File: src/rtl/turbo_pkg.sv
// Shared turbo-decoder constants: default widths, block geometry, saturation limits
// and the extrinsic interleaver FSM state encoding.
package turbo_pkg;

    localparam int DATA_SIZE  = 10;
    localparam int IN_SIZE    = 5;
    localparam int BLOCK_SIZE = 3 * (IN_SIZE + 2);
    localparam int PI_STEP    = 5;

    localparam int SAT_MAX = (1 << (IN_SIZE - 1)) - 1;
    localparam int SAT_MIN = -(1 << (IN_SIZE - 1));

    typedef enum logic {
        ST_FILL  = 1'b0,
        ST_DRAIN = 1'b1
    } state_t;

endpackage

File: src/rtl/pi_addr_gen.sv
// Interleave address generator: walks pi(j) = (PI_STEP*j) mod BLOCK_SIZE one step
// per advance using a single add and conditional subtract.
module pi_addr_gen #(
    parameter int BLOCK_SIZE = turbo_pkg::BLOCK_SIZE,
    parameter int PI_STEP    = turbo_pkg::PI_STEP,
    parameter int ADDR_W     = $clog2(turbo_pkg::BLOCK_SIZE)
) (
    input  logic              clk_i,
    input  logic              rst_i,
    input  logic              clear_i,
    input  logic              advance_i,
    output logic [ADDR_W-1:0] addr_o
);

    logic [ADDR_W-1:0] r_addr;
    logic [ADDR_W:0]   w_sum;
    logic [ADDR_W:0]   w_wrapped;
    logic [ADDR_W-1:0] w_next;

    // PI_STEP < BLOCK_SIZE, so one conditional subtract always lands back in range.
    assign w_sum     = {1'b0, r_addr} + (ADDR_W + 1)'(PI_STEP);
    assign w_wrapped = (w_sum >= (ADDR_W + 1)'(BLOCK_SIZE)) ? w_sum - (ADDR_W + 1)'(BLOCK_SIZE) : w_sum;
    assign w_next    = w_wrapped[ADDR_W-1:0];

    // NOTE: sequential state uses non-blocking assignments so every register samples pre-edge values.
    always_ff @(posedge clk_i or posedge rst_i) begin
        if (rst_i) begin
            r_addr <= '0;
        end else if (clear_i) begin
            r_addr <= '0;
        end else if (advance_i) begin
            r_addr <= w_next;
        end
    end

    assign addr_o = r_addr;

endmodule

File: src/rtl/ext_interleaver.sv
// Extrinsic interleaver: scales/saturates (llr - sys - ext) into a block buffer in
// natural order, then streams it out in pi-interleaved order with ready/valid flow control.
module ext_interleaver #(
    parameter int DATA_SIZE  = turbo_pkg::DATA_SIZE,
    parameter int IN_SIZE    = turbo_pkg::IN_SIZE,
    parameter int BLOCK_SIZE = turbo_pkg::BLOCK_SIZE,
    parameter int PI_STEP    = turbo_pkg::PI_STEP
) (
    input  logic                        clk_i,
    input  logic                        rst_i,
    input  logic                        llr_valid_i,
    output logic                        llr_ready_o,
    input  logic signed [DATA_SIZE-1:0] llr_i,
    input  logic signed [IN_SIZE-1:0]   sys_i,
    input  logic signed [IN_SIZE-1:0]   ext_i,
    output logic                        ext_valid_o,
    input  logic                        ext_ready_i,
    output logic signed [IN_SIZE-1:0]   ext_o,
    output logic                        ext_last_o,
    output logic                        busy_o
);

    import turbo_pkg::*;

    localparam int ADDR_W = (BLOCK_SIZE > 1) ? $clog2(BLOCK_SIZE) : 1;
    localparam int EW     = DATA_SIZE + 2;

    localparam logic [ADDR_W-1:0]    LAST_IDX   = ADDR_W'(BLOCK_SIZE - 1);
    localparam logic [ADDR_W-1:0]    PENULT_IDX = ADDR_W'(BLOCK_SIZE - 2);
    localparam logic signed [EW-1:0] SAT_HI     = EW'((1 << (IN_SIZE - 1)) - 1);
    localparam logic signed [EW-1:0] SAT_LO     = ~SAT_HI;

    state_t r_state;
    state_t w_state_nxt;

    logic [ADDR_W-1:0] r_wr_cnt;
    logic [ADDR_W-1:0] r_rd_cnt;
    logic [ADDR_W-1:0] w_addr;

    logic signed [IN_SIZE-1:0] r_mem [0:BLOCK_SIZE-1];
    logic signed [IN_SIZE-1:0] r_ext;
    logic                      r_ext_valid;
    logic                      r_ext_last;

    logic signed [EW-1:0]      w_llr_x;
    logic signed [EW-1:0]      w_sys_x;
    logic signed [EW-1:0]      w_ext_x;
    logic signed [EW-1:0]      w_e;
    logic signed [EW-1:0]      w_es;
    logic signed [IN_SIZE-1:0] w_sat;

    logic w_fill;
    logic w_wr;
    logic w_wr_last;
    logic w_hs;
    logic w_hs_last;
    logic w_load;

    // Extrinsic = a-posteriori minus systematic minus a-priori, scaled by 0.75 (floor).
    assign w_llr_x = {{(EW - DATA_SIZE){llr_i[DATA_SIZE-1]}}, llr_i};
    assign w_sys_x = {{(EW - IN_SIZE){sys_i[IN_SIZE-1]}}, sys_i};
    assign w_ext_x = {{(EW - IN_SIZE){ext_i[IN_SIZE-1]}}, ext_i};
    assign w_e     = w_llr_x - w_sys_x - w_ext_x;
    assign w_es    = w_e - (w_e >>> 2);
    assign w_sat   = (w_es > SAT_HI) ? SAT_HI[IN_SIZE-1:0] :
                     (w_es < SAT_LO) ? SAT_LO[IN_SIZE-1:0] : w_es[IN_SIZE-1:0];

    assign w_fill    = (r_state == ST_FILL);
    assign w_wr      = llr_valid_i & w_fill;
    assign w_wr_last = w_wr & (r_wr_cnt == LAST_IDX);
    assign w_hs      = r_ext_valid & ext_ready_i;
    assign w_hs_last = w_hs & (r_rd_cnt == LAST_IDX);
    // The output register loads element 0 on the closing write, then one element per handshake.
    assign w_load    = w_wr_last | (w_hs & ~w_hs_last);

    always_ff @(posedge clk_i or posedge rst_i) begin
        if (rst_i) begin
            r_state <= ST_FILL;
        end else begin
            r_state <= w_state_nxt;
        end
    end

    // NOTE: every always_comb output gets a default first so no path can infer a latch.
    always_comb begin
        w_state_nxt = r_state;
        llr_ready_o = 1'b0;
        busy_o      = 1'b0;
        case (r_state)
            ST_FILL: begin
                llr_ready_o = 1'b1;
                if (w_wr_last) begin
                    w_state_nxt = ST_DRAIN;
                end
            end
            ST_DRAIN: begin
                busy_o = 1'b1;
                if (w_hs_last) begin
                    w_state_nxt = ST_FILL;
                end
            end
            default: w_state_nxt = ST_FILL;
        endcase
    end

    always_ff @(posedge clk_i or posedge rst_i) begin
        if (rst_i) begin
            r_wr_cnt <= '0;
        end else if (w_wr) begin
            r_wr_cnt <= w_wr_last ? '0 : r_wr_cnt + 1'b1;
        end
    end

    always_ff @(posedge clk_i or posedge rst_i) begin
        if (rst_i) begin
            r_rd_cnt <= '0;
        end else if (w_wr_last || w_hs_last) begin
            r_rd_cnt <= '0;
        end else if (w_hs) begin
            r_rd_cnt <= r_rd_cnt + 1'b1;
        end
    end

    // NOTE: the buffer has no reset; a reset discards the block through the counters instead.
    always_ff @(posedge clk_i) begin
        if (w_wr) begin
            r_mem[r_wr_cnt] <= w_sat;
        end
    end

    pi_addr_gen #(
        .BLOCK_SIZE(BLOCK_SIZE),
        .PI_STEP   (PI_STEP),
        .ADDR_W    (ADDR_W)
    ) u_pi_addr_gen (
        .clk_i    (clk_i),
        .rst_i    (rst_i),
        .clear_i  (w_hs_last),
        .advance_i(w_load),
        .addr_o   (w_addr)
    );

    always_ff @(posedge clk_i or posedge rst_i) begin
        if (rst_i) begin
            r_ext       <= '0;
            r_ext_valid <= 1'b0;
            r_ext_last  <= 1'b0;
        end else if (w_hs_last) begin
            r_ext_valid <= 1'b0;
            r_ext_last  <= 1'b0;
        end else if (w_load) begin
            r_ext       <= r_mem[w_addr];
            r_ext_valid <= 1'b1;
            r_ext_last  <= w_wr_last ? (BLOCK_SIZE == 1) : (r_rd_cnt == PENULT_IDX);
        end
    end

    assign ext_o       = r_ext;
    assign ext_valid_o = r_ext_valid;
    assign ext_last_o  = r_ext_last;

endmodule

File: config.mk
export PLATFORM = sky130hd
export DESIGN_NAME = ext_interleaver
export DESIGN_NICKNAME = d
export VERILOG_FILES = /design/src/rtl/turbo_pkg.sv /design/src/rtl/pi_addr_gen.sv /design/src/rtl/ext_interleaver.sv
export SDC_FILE = /design/constraint.sdc
export NUM_CORES = 1
export LEC_CHECK = 0
export CELL_PAD_IN_SITES_DETAIL_PLACEMENT = 2
export CELL_PAD_IN_SITES_GLOBAL_PLACEMENT = 2
export CORE_AREA = 2 2 154 156
export CTS_CLUSTER_SIZE = 28
export DETAILED_ROUTE_END_ITERATION = 6
export DIE_AREA = 0 0 156 158
export HOLD_SLACK_MARGIN = 0.1
export PLACE_DENSITY_LB_ADDON = 0.25
export SLEW_MARGIN = 20
export SYNTH_ARGS = -nofsm -noshare
export SYNTH_HDL_FRONTEND = slang
export SYNTH_SLANG_ARGS = --single-unit
File: constraint.sdc
create_clock -name clk_i -period 5.7 [get_ports clk_i]
set_input_delay 0.57 -clock clk_i [delete_from_list [all_inputs] [get_ports clk_i]]
set_output_delay 0.57 -clock clk_i [all_outputs]
set_load 0.05 [all_outputs]
==> run summary <==
===========================================================================================
Clock-pin slew on the worst setup and hold paths                                      50 ps
Count of input and output buffers                                                        32
Critical path class                                                                  in2reg
Number of synthesized flops with an enable pin                                          105
Proportion of register bits with asynchronous set or reset after synthesis            0.180
Antenna violations before repair                                                          0
Vert. Die Dim                                                                        158 um
Count of vias placed by the detailed router                                            4427
Clock latency at the later pin of the worst-skew pair                                420 ps
Layout net count                                                                        635
Multiplexer share of the synthesized area                                             0.111
Hold path start                                                                ext_o[0]$_DFFE_PP0P_
Count of clock tree sinks                                                               128
Commonest non-fill, non-tap cell in the layout                                 sky130_fd_sc_hd__edfxtp_1
Worst clock skew on the final layout                                                8.80 ps
Number of global-route vias before repair                                              4836
DPL Wire Length                                                                     12.8 mm
Mean cell area of the mapped netlist                                             13.1 sq um
Synth warnings                                                                            0
Main combinational cell family by area after synthesis                         multiplexers
Xor/xnor cell area share of the yosys netlist                                        0.0257
Tightest slew margin relative to the limit                                            0.350
Register area share after synthesis                                                   0.547
Worst Hold Class                                                                    reg2reg
Setup repair after global routing missed its margin                                   false
Proportion of total power due to net switching                                        0.387
Total wire length after detailed routing                                            17.2 mm
Startpoint of the lowest-slack register-to-register path                       u_pi_addr_gen.addr_o[0]$_DFFE_PP0P_
Syn-to-layout area delta                                                              18.3%
Number of buffers added to fix hold violations after cts                                  0
Synthesized Nets                                                                        587
Final Hold Viols                                                                          0
Cell with the biggest individual delay on the critical path                    sky130_fd_sc_hd__clkdlybuf4s50_1
Buffers from clock root to sink, at most                                                  2
Number of H-tree levels                                                                   4
Fraction of power consumed by sequential logic                                        0.337
Share of the synthesized area in the top cell type                                    0.463
Drt pass-1 iters                                                                          4
Number of instances resized during post-cts repair                                        0
Number of stages on the worst hold path                                                   2
Power Density                                                                   577 nW/um^2
Library cell with the largest summed area after synthesis                      sky130_fd_sc_hd__edfxtp_1
Cells taking the most area after synthesis                                     sky130_fd_sc_hd__edfxtp_1 46%, sky130_fd_sc_hd__mux4_2 9.9%, sky130_fd_sc_hd__dfrtp_1 8.5%, sky130_fd_sc_hd__ha_1 5.7%, sky130_fd_sc_hd__fa_1 3.2%
Count of unresolved DRC violations after routing                                          0
Startpoint type of the worst setup path                                          input port
Top library cells by usage in the layout, fill and taps aside                  105 x sky130_fd_sc_hd__edfxtp_1, 44 x sky130_fd_sc_hd__inv_1, 35 x sky130_fd_sc_hd__nor2_1
Count of antenna diodes in the layout                                                     0
Final count of negative-setup-slack endpoints                                             0
Post-layout minimum cycle time                                                      5200 ps
Peak per-stage delay on the critical path                                            550 ps
Gate count after technology mapping                                                     521
Pint                                                                                2.85 mW
RR Endpoint                                                                    ext_o[0]$_DFFE_PP0P_
Sort of element at the end of the critical path                                    register
CTS Buf Count                                                                            17
# IOs                                                                                    33
Number of antenna-violating nets in the routed design                                     0
Post-synthesis cell area                                                         6810 sq um
Crit Path Max Fanout                                                                     21
Count of non-filler cells in the finished layout                                        872
Placed cell count                                                                       840
CTS tree                                                                                yes
Net switching power of the design                                                   1.80 mW
Core Region                                                                     23100 sq um
Combinational group share of total power                                              0.453
Buffers inserted during post-CTS setup optimization                                       0
Final total power                                                                   4.64 mW
Number of buffer and inverter stages on the critical path                                 4
Worst Tran Pin Value                                                                 969 ps
Width of the die                                                                     156 um
Top cell family by delay on the critical path                                  compound AO/OA/AOI/OAI gates
Post-synth top flop                                                            sky130_fd_sc_hd__edfxtp_1
Clock root cell                                                                sky130_fd_sc_hd__clkbuf_16
Share of final-layout standard cells stronger than drive strength 1                   0.129
Leftover overflow at the end of global routing                                            0
Endpoint with the worst hold slack                                             ext_o[0]$_DFFE_PP0P_
Leakage component of the power                                                      2.96 nW
Simple-Gate Fraction of Synth Area                                                   0.0941
Largest net degree at the start of global routing                                        28
# Max-Cap Violations                                                                      0
Number of unique standard cell types used by synthesis                                   55
Maximum frequency from static timing analysis                                     0.192 GHz
GRT Total Usage                                                                       0.148
Starting density of the core                                                          0.295
Number of pins with negative max-slew slack in the final report                           0
Largest voltage drop on the vdd net                                                0.336 mV
Last weighted congestion value of the routability-driven placer                       0.745
Drt via density                                                                        5.08
First-pass GRT wire length                                                          27.4 mm
Share of the cycle needed by the critical path after routing                          0.913
CP required                                                                         5930 ps
Clk network pwr share                                                                 0.210
Die area                                                                        24600 sq um
Number of rows in the core area                                                          56
R2R Setup Slk                                                                       2760 ps
Synthesized-area fraction occupied by adder cells                                    0.0893
Routed wire per std cell                                                            19.7 um
Number of design-rule violations left by the first detailed-router iteration            198
Final sum of negative setup slack                                                      0 ps
Number of cell instances on the worst register-to-register path                           5
Register bit count reported by yosys                                                    128
Run status                                                                        completed
Synthesized-area fraction occupied by ao, oa, aoi and oai cells                      0.0990
Cells along the critical path                                                  clkdlybuf4s50_1 -> inv_1 -> fa_1 -> ha_1 -> a21o_1 -> a31o_1 -> or4_4 -> and2_1 -> inv_1 -> ha_1 -> nor3_1 -> a22o_1 -> nor4_1 -> a211oi_1 -> xnor2_1 -> o41a_1 -> o21ai_1 -> buf_4
Arrival time at the worst endpoint                                                  5440 ps
===========================================================================================
per-layer routing:
layer	track usage	up-vias	share of wire
met2	0.245	39	0.48
met3	0.0235	16	0.018
met1	0.202	2308	0.49
met5	0	-	0
li1	-	2064	-
met4	0.0419	0	0.0098
cell families (layout without fill, tap and decap cells):
logic type,count (synthesis),after routing
mux,38,38
xor+xnor,20,20
fa+ha+maj,42,42
flops,128,128
compound gates,105,105
buf+inv,60,121
simple gates,128,128
sequential cells by signal, indices dropped and copies added (netlist names):
| register | count |
|---|---|
| r_rd_cnt | 5 |
| r_mem | 105 |
| ext_last_o | 1 |
| ext_valid_o | 1 |
| r_state | 1 |
| ext_o | 5 |
| u_pi_addr_gen.addr_o | 5 |
| r_wr_cnt | 5 |
power groups by stage:
stage,logic (mW),registers (mW),clock network [mW]
final,2.11,1.56,0.974
after global routing,2.36,1.59,1.03
after CTS,2.15,1.57,0.992
after detailed placement,2.14,1.59,0
after global placement,2.06,1.58,0
after floorplan,1.43,1.58,0
cell type report:
cell class                      instances  area (sq um)
Multi-Input combinational cell        333          2860
Tap cell                              290           363
Fill cell                            2358         15000
Inverter                               45           169
Timing Repair Buffer                   44           410
Clock buffer                           23           469
Clock inverter                          9          57.6
Sequential cell                       128          3730
cells in the mapped netlist (all sizes together) (4+ instances only):
cell / count
buf: 4
a21o: 5
o21ai: 32
and2: 8
xnor2: 12
mux4: 30
mux2i: 6
nor3: 12
nor2b: 5
edfxtp: 105
nand2: 27
inv: 45
fa: 11
a211oi: 4
nor2: 35
nand4: 6
a21oi: 28
nand2b: 10
clkbuf: 11
dfrtp: 23
ha: 31
or3: 5
xor2: 8
and3: 9
nand3: 4
tightest hold or removal path, stage by stage, from the launching register on:
cell and delay (ps):
sky130_fd_sc_hd__dfrtp_1 340, sky130_fd_sc_hd__nand2_1 50, sky130_fd_sc_hd__o21ai_0 60
through the flow:
step,hold WS (ps),area [sq um],setup slack [ps],utilization
6_report,492,8050,496,0.349
5_1_grt,526,8050,60.9,0.349
4_1_cts,504,8050,466,0.349
3_5_place_dp,491,7530,42.8,0.327
3_3_place_gp,462,7530,207,0.327
2_1_floorplan,497,6810,569,-
worst max path at each step:
stage,cells past startpoint,from,slack [ps],end
5_1_grt,20,llr_i[4],60,r_mem[11][3]$_DFFE_PP_
3_5_place_dp,18,sys_i[4],40,r_mem[17][1]$_DFFE_PP_
3_3_place_gp,17,sys_i[4],210,r_mem[14][3]$_DFFE_PP_
4_1_cts,18,sys_i[4],470,r_mem[1][1]$_DFFE_PP_
6_report,18,sys_i[4],500,r_mem[18][1]$_DFFE_PP_
2_1_floorplan,15,sys_i[4],570,r_mem[0][3]$_DFFE_PP_
No activity file was read; power rests on OpenSTA's default activity.
==> edit 1: new RTL, config.mk and constraints unchanged <==
Reset style: synchronous (`rst_i`), changed in 5 clocked blocks.
--- a/src/rtl/pi_addr_gen.sv
+++ b/src/rtl/pi_addr_gen.sv
@@ -23,7 +23,7 @@
     assign w_next    = w_wrapped[ADDR_W-1:0];
 
     // NOTE: sequential state uses non-blocking assignments so every register samples pre-edge values.
-    always_ff @(posedge clk_i or posedge rst_i) begin
+    always_ff @(posedge clk_i) begin
         if (rst_i) begin
             r_addr <= '0;
         end else if (clear_i) begin
--- a/src/rtl/ext_interleaver.sv
+++ b/src/rtl/ext_interleaver.sv
@@ -73,7 +73,7 @@
     // The output register loads element 0 on the closing write, then one element per handshake.
     assign w_load    = w_wr_last | (w_hs & ~w_hs_last);
 
-    always_ff @(posedge clk_i or posedge rst_i) begin
+    always_ff @(posedge clk_i) begin
         if (rst_i) begin
             r_state <= ST_FILL;
         end else begin
@@ -103,7 +103,7 @@
         endcase
     end
 
-    always_ff @(posedge clk_i or posedge rst_i) begin
+    always_ff @(posedge clk_i) begin
         if (rst_i) begin
             r_wr_cnt <= '0;
         end else if (w_wr) begin
@@ -111,7 +111,7 @@
         end
     end
 
-    always_ff @(posedge clk_i or posedge rst_i) begin
+    always_ff @(posedge clk_i) begin
         if (rst_i) begin
             r_rd_cnt <= '0;
         end else if (w_wr_last || w_hs_last) begin
@@ -140,7 +140,7 @@
         .addr_o   (w_addr)
     );
 
-    always_ff @(posedge clk_i or posedge rst_i) begin
+    always_ff @(posedge clk_i) begin
         if (rst_i) begin
             r_ext       <= '0;
             r_ext_valid <= 1'b0;
Formal check against the unedited RTL: no difference found for any inputs over 10 cycles, from zero or initial values and one cycle with rst_i high; that may be too few to reach the edited logic, so the function may still have changed.
==> edit 1 against the original RTL <==
Highest routed layer unchanged; final area up 2.7%; critical endpoint is now r_mem[9][3]; maximum frequency decreased by 3.4%; area after synthesis up 0.70%; synthesized cell count up 0.58%; worst setup slack got worse by 180 ps; largest power group unchanged; largest cell class unchanged; routed wire length grew 7.6%; total power fell by 16%; sequential cell count did not move.
==> edit 1: results (changes against the original RTL) <==
Pwr
  – Maximum VDD drop: 0.000215 V (was 0.000336 V)
  – P_leak: 2.92 nW (was 2.96 nW)

Setup path
  – RR Endpoint: ext_o[3] (was ext_o[0])
  – CP Launch Point: ext_i[4] (was sys_i[4])
  – R2r setup slk: 3120 ps (was 2760 ps)
  – Slowest-stage cell, CP: or4bb_1 (was clkdlybuf4s50_1)
  – Worst setup endpoint: r_mem[9][3] (was r_mem[18][1])
  – Crit path arrival time: 5630 ps (was 5440 ps)
  – Reg2reg path depth: 8 (was 5)
  – RR Startpoint: r_state (was u_pi_addr_gen.addr_o[0])
  – CP peak stage delay: 580 ps (was 550 ps)

Global route
  – Vias in the first global route: 4,995 (was 4,836)
  – First-pass GRT wire length: 29,200 um (was 27,400 um)
  – Met3 usage: 3.50% (was 2.35%)
  – GR Util met1: 20.5% (was 20.2%)
  – Largest net degree at the start of global routing: 31 (was 28)

Logic synthesis
  – Seq/Total Area, Yosys: 52.7% (was 54.7%)
  – Syn_nets: 590 (was 587)
  – Syn avg cell area: 13.1 um2 (about the same)
  – Synth cell types: 61 (was 55)
  – Post-synth top cells: edfxtp_1, nor2_1, inv_1, ha_1, mux4_2 (was edfxtp_1, inv_1, nor2_1, ha_1, mux4_2)
  – FFs w/ async S/R, synth: 0% (was 18.0%)

Final layout
  – Layout cells sized above 1: 19.2% (was 12.9%)
  – NumNets Final: 656 (was 635)
  – Finished Layout Cells: 893 (was 872)

Routing
  – DR vias: 4,485 (was 4,427)
  – Starting DRT DRC Count: 206 (was 198)
  – Met3 WL: 594 um (was 316 um)
  – Wl on met1: 8390 um (was 8410 um)
  – Metal2 WL: 9310 um (was 8300 um)
  – Final wirelength: 18,500 um (was 17,200 um)

Timing
  – Slew margin rel.: 45.1% (was 35.0%)
  – Min Tclk post-route: 5390 ps (was 5200 ps)
  – Post-Route Skew: 8.22 ps (was 8.80 ps)
  – WHS: 493 ps (was 492 ps)

Worst hold path
  – Start point of the worst min-delay path: ext_o[1] (was ext_o[0])

Place
  – DP Area: 0.00769 mm2 (was 0.00753 mm2)
  – Placed cells: 859 (was 840)
  – Place WS: -252 ps (was 42.8 ps)
  – HPWL Detailed: 13,500 um (was 12,800 um)

Outcome
  – Outcome: finished, final reports clean (unchanged)
## edit 1: logic make-up (layout without fill, tap and decap cells)
logic type               count (synthesis)  in the layout  synth area share [%]
flip-flops                             128            128                  52.7
multiplexers                            44             44                  12.0
buffers and inverters                   57            136                  3.32
AO/OA/AOI/OAI                           93             93                  10.1
adder cells (fa/ha/maj)                 42             42                  8.87
XOR/XNOR                                25             25                  3.30
AND/OR/NAND/NOR                        135            135                  9.82
## edit 1: repair_timing
action	4_1_cts	5_1_grt
resized for setup	0	10
endpoints found under the setup margin	0	84
setup buffers	0	2
## edit 1: final cells by class
type	instances	area [um2]
Clock buffer	19	433
Clock inverter	13	91.3
Fill cell	2372	14800
Inverter	39	146
Multi-Input combinational cell	339	3040
Sequential cell	128	3620
Tap cell	290	363
Timing Repair Buffer	65	579
## edit 1: power breakdown
part,internal (mW),switching (mW)
combinational,0.642,0.906
sequential,1.37,0.00955
clock,0.554,0.419
==> edit 2: new RTL, config.mk and constraints unchanged <==
Made on the original files. The package constant `IN_SIZE` goes from 5 to 4.
--- a/src/rtl/turbo_pkg.sv
+++ b/src/rtl/turbo_pkg.sv
@@ -3,7 +3,7 @@
 package turbo_pkg;
 
     localparam int DATA_SIZE  = 10;
-    localparam int IN_SIZE    = 5;
+    localparam int IN_SIZE    = 4;
     localparam int BLOCK_SIZE = 3 * (IN_SIZE + 2);
     localparam int PI_STEP    = 5;
 
Interface: changed (resized ext_i, ext_o and sys_i); port bits go from 33 to 30. The function was not compared with the original's and may differ.
==> edit 2 against the original RTL <==
Sequential power decreased by 24%; total power down 17%; hold slack lost 1.3 ps; final area down 17%; first-iteration DRC count down 29%; worst setup slack got worse by 210 ps; area after synthesis down 18%; routed wire length decreased by 15%; synthesized cell count fell by 11%; sequential cell count shrank 34.
==> edit 2: results (changes against the original RTL) <==
Pwr
  – Flop pwr share: 30.7% (was 33.7%)
  – Switch Pwr: 1.55 mW (was 1.80 mW)
  – P_leak: 2.55 nW (was 2.96 nW)
  – Pint: 2.30 mW (was 2.85 mW)
  – Maximum VDD drop: 0.000198 V (was 0.000336 V)

Logic synthesis
  – Seq/Total Area, Yosys: 48.7% (was 54.7%)
  – Post-synth EDFFs: 72 (was 105)
  – Synth area leaders: edfxtp_1, dfrtp_1, mux4_2 (was edfxtp_1, mux4_2, dfrtp_1)
  – FFs w/ async S/R, synth: 23.4% (was 18.0%)
  – Syn_nets: 528 (was 587)
  – Post-synth top cells: edfxtp_1, inv_1, nor2_1, nand2_1, ha_1 (was edfxtp_1, inv_1, nor2_1, ha_1, mux4_2)

Setup path
  – Crit path arrival time: 5510 ps (was 5440 ps)
  – CP max FO: 18 (was 21)
  – CP peak stage delay: 530 ps (was 550 ps)
  – Reg2reg path depth: 10 (was 5)
  – RR Startpoint: u_pi_addr_gen.addr_o[1] (was u_pi_addr_gen.addr_o[0])
  – R2r setup slk: 2250 ps (was 2760 ps)

Timing
  – Post-Route Skew: 8.28 ps (was 8.80 ps)
  – Worst-margin pin slew: 945 ps (was 969 ps)

Global route
  – Met3 usage: 2.22% (was 2.35%)
  – GR Util met1: 15.7% (was 20.2%)
  – First-pass GRT wire length: 23,600 um (was 27,400 um)
  – Largest net degree at the start of global routing: 23 (was 28)
  – Gr usage total: 12.6% (was 14.8%)

Routing
  – Met3 WL: 251 um (was 316 um)
  – Average routed wire per standard cell: 18.0 um (was 19.7 um)
  – Starting DRT DRC Count: 141 (was 198)
  – Vias per cell: 4.68 (was 5.08)
  – DR vias: 3,782 (was 4,427)

Final layout
  – Non-clock buffers, area share: 7.61% (was 5.10%)
  – NumNets Final: 579 (was 635)
  – Fillcell total: 2,439 (was 2,358)
  – Clkbuf count: 9 (was 23)
  – Max reg flops: 72 (was 105)
  – Clock-cell share: 4.33% (was 6.54%)
  – Syn-to-layout area delta: 20.4% (was 18.3%)
  – Inverters, non-clock: 42 (was 45)
  – Count of multi-input gates: 311 (was 333)
  – Multi-input gate area: 0.00267 mm2 (was 0.00286 mm2)
  – Buffers, non-clock: 55 (was 44)

Place
  – I/O Buffers: 29 (was 32)
  – DP Area: 0.00638 mm2 (was 0.00753 mm2)
  – Placed cells: 792 (was 840)
  – HPWL Detailed: 10,900 um (was 12,800 um)
  – Place WS: -337 ps (was 42.8 ps)

CTS
  – CTS sink cnt: 94 (was 128)
  – H-tree Lvls: 3 (was 4)

Outcome
  – Outcome: finished, final reports clean (unchanged)
[edit 2: cell families (layout without fill, tap and decap cells)]
kind of cell	after synthesis	count (layout)	share of synthesized area, %
buffers and inverters	57	113	3.96
AOI/OAI and AO/OA	87	87	10.7
DFF	94	94	48.7
xor gates and xnor gates	25	25	4.27
adders and majority gates	45	45	11.6
and+or+nand+nor	125	125	11.0
muxes	29	29	9.73
[edit 2: worst max-delay path by stage]
| stage | start | end | slack, ps | cells past startpoint |
|---|---|---|---|---|
| after floorplan | sys_i[0] | r_mem[0][0] | 300 | 18 |
| after global placement | sys_i[0] | r_mem[8][0] | -110 | 21 |
| after detailed placement | sys_i[0] | r_mem[10][0] | -340 | 21 |
| after CTS | sys_i[0] | r_mem[10][0] | 10 | 21 |
| after global routing | sys_i[0] | r_mem[14][1] | -8 | 22 |
| final | sys_i[0] | r_mem[11][1] | 280 | 22 |
[edit 2: worst min-delay path: stages (launching register included)]
cell and delay (ps):
dfrtp_1 340, nand2_1 50, o21ai_0 60
